--- config.mk ---
export PLATFORM = sky130hd
export DESIGN_NAME = coeff_loader
export DESIGN_NICKNAME = d
export VERILOG_FILES = /design/src/rtl/coeff_loader.sv
export SDC_FILE = /design/constraint.sdc
export NUM_CORES = 1
export LEC_CHECK = 0
export ABC_AREA = 1
export ABC_CLOCK_PERIOD_IN_PS = 2300
export BUFFER_PORTS_ARGS = -buffer_cell sky130_fd_sc_hd__buf_2
export CORE_MARGIN = 3
export CORE_UTILIZATION = 45
export DETAILED_ROUTE_END_ITERATION = 16
export PLACE_DENSITY = 0.75
export REMOVE_ABC_BUFFERS = 1
export SYNTH_ARGS = -nofsm -noshare
export SYNTH_HDL_FRONTEND = slang
export SYNTH_SLANG_ARGS = --single-unit
export TNS_END_PERCENT = 1
--- constraint.sdc ---
create_clock -name clk -period 2.3 [get_ports clk]
set_input_delay 0.23 -clock clk [delete_from_list [all_inputs] [get_ports clk]]
set_output_delay 0.23 -clock clk [all_outputs]
set_load 0.005 [all_outputs]
--- src/rtl/coeff_loader.sv ---
// Loads the FIR coefficient array from a valid/ready byte stream, writing entries in index order.
// Optional trailing checksum beat and CHECK state under `COEFF_LOADER_CHECKSUM_EN.
module coeff_loader #(
  parameter int NUM_TAPS = 71,
  parameter int ADDR_W   = 7,
  parameter int COEFF_W  = 8
) (
  input  logic               clk,
  input  logic               rst,
  input  logic               start,
  input  logic [COEFF_W-1:0] s_data,
  input  logic               s_valid,
  output logic               s_ready,
  output logic [ADDR_W-1:0]  addr,
  output logic [COEFF_W-1:0] coefficient,
  output logic               write_en,
  output logic               busy,
  output logic               done,
  output logic               error
);

`ifdef COEFF_LOADER_CHECKSUM_EN
  typedef enum logic [1:0] {IDLE, LOAD, CHECK, DONE} state_t;
`else
  typedef enum logic [1:0] {IDLE, LOAD, DONE} state_t;
`endif

  localparam logic [ADDR_W-1:0] LAST_IDX = ADDR_W'(NUM_TAPS - 1);

  state_t               r_state, w_next;
  logic [ADDR_W-1:0]    r_idx, r_addr;
  logic [COEFF_W-1:0]   r_coeff;
  logic                 r_we;
  logic                 w_active, w_acc, w_go, w_last;

`ifdef COEFF_LOADER_CHECKSUM_EN
  assign w_active = (r_state == LOAD) || (r_state == CHECK);
`else
  assign w_active = (r_state == LOAD);
`endif

  assign w_acc  = s_valid && w_active;
  assign w_go   = start && ((r_state == IDLE) || (r_state == DONE));
  assign w_last = (r_idx == LAST_IDX);

  assign s_ready     = w_active;
  assign busy        = w_active;
  assign done        = (r_state == DONE);
  assign addr        = r_addr;
  assign coefficient = r_coeff;
  assign write_en    = r_we;

  always_ff @(posedge clk) begin
    if (rst) r_state <= IDLE;
    else     r_state <= w_next;
  end

  always_comb begin
    w_next = r_state;
    case (r_state)
      IDLE, DONE: if (start) w_next = LOAD;
`ifdef COEFF_LOADER_CHECKSUM_EN
      LOAD:       if (w_acc && w_last) w_next = CHECK;
      CHECK:      if (w_acc) w_next = DONE;
`else
      LOAD:       if (w_acc && w_last) w_next = DONE;
`endif
      default:    w_next = IDLE;
    endcase
  end

  // Write port: one registered strobe per coefficient beat; addr/data hold between writes.
  always_ff @(posedge clk) begin
    if (rst) begin
      r_idx   <= '0;
      r_addr  <= '0;
      r_coeff <= '0;
      r_we    <= 1'b0;
    end else begin
      r_we <= 1'b0;
      if (w_go) begin
        r_idx <= '0;
      end else if (r_state == LOAD && w_acc) begin
        r_addr  <= r_idx;
        r_coeff <= s_data;
        r_we    <= 1'b1;
        r_idx   <= r_idx + 1'b1;
      end
    end
  end

`ifdef COEFF_LOADER_CHECKSUM_EN
  logic [COEFF_W-1:0] r_sum;
  logic               r_error;

  // Running modulo sum of the raw coefficient bytes; compared against the beat taken in CHECK.
  always_ff @(posedge clk) begin
    if (rst) begin
      r_sum   <= '0;
      r_error <= 1'b0;
    end else if (w_go) begin
      r_sum   <= '0;
      r_error <= 1'b0;
    end else if (r_state == LOAD && w_acc) begin
      r_sum <= r_sum + s_data;
    end else if (r_state == CHECK && w_acc) begin
      r_error <= (r_sum != s_data);
    end
  end

  assign error = r_error;
`else
  assign error = 1'b0;
`endif

endmodule

=== Word-level counts from Yosys, hierarchy flattened ===
Index checks and enable logic that the tools add are counted.

* Bits in registers: 25
* Latch bits: 0
* Memory bits (writable): 0
* Bits in read-only memories: 0
* Input port bits: 12
* Output and inout port bits: 20
* Word-level logic and storage cells: 26
* Memories: 0

* Add/sub/neg operators: 1
* Multiply operators: 0
* Divide/modulo/power cells: 0
* Magnitude comparators: 0
* Equality and inequality tests: 5
* Shift operators: 0
* Multiplexer cells: 4
* Bitwise logic cells: 1
* Reduce and logical (&&, ||, !) cells: 10

{| class="wikitable"
|+ Operators by type and width
! cell !! number
|-
| $add A7 B1 Y7 const B || 1
|-
| $eq A7 B7 Y1 const B || 1
|-
| $logic_and A1 B1 Y1 || 4
|-
| $mux W2 || 2
|-
| $pmux W2 S2 || 1
|-
| $reduce_and A2 Y1 || 2
|-
| $reduce_or A2 Y1 || 2
|-
| $eq A2 B1 Y1 const B || 1
|-
| $eq A2 B2 Y1 const B || 1
|-
| $logic_not A2 Y1 || 1
|-
| $ne A2 B1 Y1 const B || 1
|-
| $ne A2 B2 Y1 const B || 1
|-
| $logic_or A1 B1 Y1 || 1
|-
| $mux W1 || 1
|-
| $not A1 Y1 || 1
|}

=== Logic depth before layout (Yosys ltp) ===
* Depth after elaboration: 5
* Depth in mapped cells: 7
* Mapped depth without buffers: 7

=== Least setup slack after synthesis ===
Ideal clock, no wire load.

* Path type: register to register
* From: register r_idx[0]
* To: register r_state[0]
* Library setup time: 70 ps
* Data arrival time: 910 ps
* Required time: 2230 ps
* Slack: 1320 ps
* Cell stages (with the launch flop): 8
* Buffers on the path: 0
* Clock period less this slack: 980 ps
* Cell sequence: dfxtp_1 -> inv_1 -> ha_1 -> nand3_1 -> nor2_1 -> nand2_1 -> nand2_1 -> a21oi_1

* Cells in the longest elaborated chain, start to end: 4

{| class="wikitable"
|+ Ends and longest elaborated chain
! item !! RTL line !! RTL
|-
| from (decl) || 31 || <nowiki>logic [ADDR_W-1:0] r_idx, r_addr;</nowiki>
|-
| from (signal assigned) || 87 || <nowiki>r_idx <= r_idx + 1'b1;</nowiki>
|-
| $eq A7 B7 Y1 || 44 || <nowiki>assign w_last = (r_idx == LAST_IDX);</nowiki>
|-
| $logic_and A1 B1 Y1 || 66 || <nowiki>LOAD: if (w_acc && w_last) w_next = DONE;</nowiki>
|-
| $ne A2 B1 Y1 (no source line) || - ||
|-
| $reduce_and A2 Y1 (no source line) || - ||
|-
| to (signal assigned) || 55 || <nowiki>else r_state <= w_next;</nowiki>
|-
| to (decl) || 30 || <nowiki>state_t r_state, w_next;</nowiki>
|}

No other way between the ends.
A chain may end at the register's enable or synchronous reset.

=== Worst setup path after layout ===
* From: register r_state[0]
* To: register r_addr[3] (netlist: addr[3])

* Cells in the longest elaborated chain, start to end: 5
* Elaborated cells on any way between the ends: 9
* Those cells by class: eq/ne: 2; bitwise: 1; reduce/logical: 6

{| class="wikitable"
|+ Ends and longest elaborated chain
! item !! RTL line !! RTL
|-
| $eq A2 B2 Y1 / $logic_not A2 Y1 (equally long branches) || 43 || <nowiki>assign w_go = start && ((r_state == IDLE) || (r_state == DONE));</nowiki>
|-
| $logic_or A1 B1 Y1 || 43 ||
|-
| $logic_and A1 B1 Y1 || 43 ||
|-
| $not A1 Y1 (no source line) || - ||
|-
| $reduce_and A2 Y1 (no source line) (*) || - ||
|-
| to (signal assigned) || 84 || <nowiki>r_addr <= r_idx;</nowiki>
|-
| to (decl) || 31 ||
|}

Mark *: on every way between the ends. The rest lies on a longest branch, timed or not.

==> flow_results.org <==
** Status
- Status :: finished clean

** Worst setup path
- STA classifies the critical path startpoint as a flop.
- Data required time at the worst endpoint :: about 2600 ps
- Arrival time of the worst setup path :: roughly 1600 ps
- In this run the worst path has a maximum fanout of 21.
- Internal reg-to-reg setup slack :: 920 ps
- Max stage delay cell, worst path :: inv_1
- Walking the worst path, the cells encountered are nand3_2, inv_1, o21ai_0, a21oi_1.
- The critical path is of the reg -> reg type.
- On the worst path, the slowest cell contributes a delay of 430 ps.
- Kind of end point of the critical path :: flop

** Yosys
- The biggest area contributor in the post-synthesis netlist is dfxtp_1.
- Average instance area after synthesis :: between 7 and 8 µm²
- Total number of yosys warnings :: 0
- In this run, synthesis produced a sequential element count of 25.
- Counting distinct cell types in the post-synthesis netlist gives 21.
- Number of instances in the synthesized netlist :: between 100 and 150
- The share of the Yosys chip area taken by registers is a little under half.
- Top-area cell type share of the netlist area :: ~48%
- Leading cell types by total area after synthesis :: dfxtp_1, nand2_1, a21oi_1, inv_1, nor2_1
- The cell area that synthesis handed to floorplanning was 1050 µm².

** Route
- Wire length on met3 :: 131 µm
- After detailed routing, the wire length on met1 is 968 µm.
- Pre-Repair DR Iteration Count :: 4
- The highest metal layer carrying signal wires in the routed design is met4.
- DRC violation count after routing :: 0
- Remaining antenna violation count :: 0
- Via/cell ratio :: 4.90
- In this run, the number of DRC markers left after iteration 0 of detailed routing was 18.
- In the detailed route, the total length drawn on met2 is between 1 and 1.5 mm.
- The final route contains a little over 900 vias.
- Wire per inst :: approximately 12 µm
- Total wire length after detailed routing :: roughly 2.2 mm

** STA
- Max-slew violations :: 0
- Hold_ws :: around 130 ps
- Setup repair after global routing left no endpoint under its margin.
- Final Hold Violating Endpoints :: 0
- Max transition margin :: between 60% and 70%
- Final Cycle Share :: ~60%
- The worst path needs approximately 1400 ps of the cycle, external delays included.
- Clock Skews :: about 14 ps
- Transition time of the tightest slew-check pin :: approximately 560 ps
- Final-layout setup total negative slack :: 0 ps
- Timing would allow up to roughly 720 MHz.
- Setup-failing EPs final :: 0

** Floorplanning
- In this run the core area contains 16 standard-cell rows.
- Die width :: approximately 54 µm
- For this configuration, the core starts out at a cell density of slightly above 50%.
- In this run the count of I/O pins placed on the die edge is 32.
- Die height :: ~54 µm
- The floorplan step defined a core boundary enclosing about 2100 µm².
- The die covers approximately 3000 µm².

** GRT
- The via count of the first global-routing pass came to 843.
- Entering global routing, the biggest net connects 22 pins.
- Overall routing resource usage :: between 10% and 20%
- Initial antenna violation count :: 0
- Global-route wire length before repair :: between 3 and 4 mm
- Overflow after GRT :: 0

** Pwr
- Summed over all cells, the static leakage comes to between 0.0005 and 0.0006 µW.
- The worst-case IR drop observed on VDD is 0.480 mV.
- Cell Pwr Density :: approximately 600 nW/µm²

** Clock network
- Root buffer cell :: clkbuf_4
- Clock Latency Late Sink :: between 300 and 400 ps
- H-tree levels :: 1
- Clock Tree Buf Depth :: 2
- The number of setup buffers added after CTS is 0.
- Clock buffer count from CTS :: 3
- Clock sink count :: 25
- Reg clk slew, reported paths :: approximately 150 ps
- Number of hold-repair buffers added at the cts stage :: 0
- TritonCTS built the clock tree.
- Post-CTS resize count :: 0

** Place
- Input/output buffers :: 30
- Once placement finished, the instance area stood at about 1200 µm².
- Once detailed placement completed, the half-perimeter wirelength came to 1.70 mm.
- The congestion estimate from routability-driven global placement came to 0.801.

** Cells and area
- The number of antenna diodes in the final layout is 0.
- Most common library cell in the layout ignoring fill and taps :: nand2_1
- The finished cells cover approximately 1200 µm².
- In the layout the commonest cells are nand2_1, buf_2, dfxtp_1.
- Layout cell share with drive strength beyond 1 :: 26.2%
- The net count of the finished layout is about 180.
- Post-synthesis to final-layout area growth :: 15.7%

** Min path
- Type of the most critical hold path :: in -> reg

** Flow run
- Max-cap check violation count :: 0
## stage by stage
step	util (%)	worst slack, ps	cells	total power, µW
after detailed placement	57.0	975	187	535
after global routing	58.4	740	191	754
after global placement	57.0	1130	187	532
final	58.4	916	191	725
after CTS	58.4	921	191	730
after floorplan	-	927	129	498
## Yosys cell counts
master,n
buf_4,4
nor2_1,11
conb_1,1
nand3_1,3
nand4_1,3
nand3_2,2
nand2_2,1
o21ai_0,5
o21ai_1,1
inv_2,1
clkbuf_1,1
dfxtp_1,25
inv_1,12
nor3_2,1
ha_1,2
nor3_1,1
nand2_1,37
a21oi_2,1
a21oi_1,20
buf_6,2
nor2_4,2
## registers in the layout, indices dropped and copies added, names as in the netlist
| name | cells |
|---|---|
| coefficient | 8 |
| addr | 7 |
| r_idx | 7 |
| r_state | 2 |
| write_en | 1 |
## path summary, 6_finish.rpt
check / endpoint / cells after the start / from
min: coefficient[1] / 3 / s_data[1]
max: addr[3] / 4 / r_state[0]
min reg2reg: addr[2] / 2 / addr[2]
max reg2reg: addr[3] / 4 / r_state[0]
## per-layer routing
metal  up-vias  track usage, %
li1        482               -
met3         5            5.18
met1       418            20.7
met2        30            27.7
met5         -               0
met4         0            4.15
## cell type report
| class | count | area (µm²) |
|---|---|---|
| fill | 196 | 866 |
| sequential | 25 | 500 |
| multi-input combinational | 91 | 445 |
| timing repair buffer | 31 | 158 |
| inverter | 13 | 48.8 |
| tap | 27 | 33.8 |
| clock buffer | 3 | 22.5 |
| clock inverter | 1 | 7.51 |
## kinds of logic after synthesis
kind of cell | share of synthesized area, %
fa+ha+maj | 2.38
flops | 47.6
other cells | 0.357
buf+inv | 10.0
compound gates | 13.2
simple gates | 26.4
## power by group
group / internal, µW / switching, µW / total, µW
Clock: 66.5 / 133 / 200
Combinational: 27.9 / 42.2 / 70.1
Sequential: 447 / 8.42 / 455
Total: 541 / 184 / 725
## critical path: cells and delay by family, from the launching register on
family          cells  cell delay (ps)
buf+inv             1              430
flops               1              420
compound gates      2              350
simple gates        1              100
(Power assumes the default switching activity.)
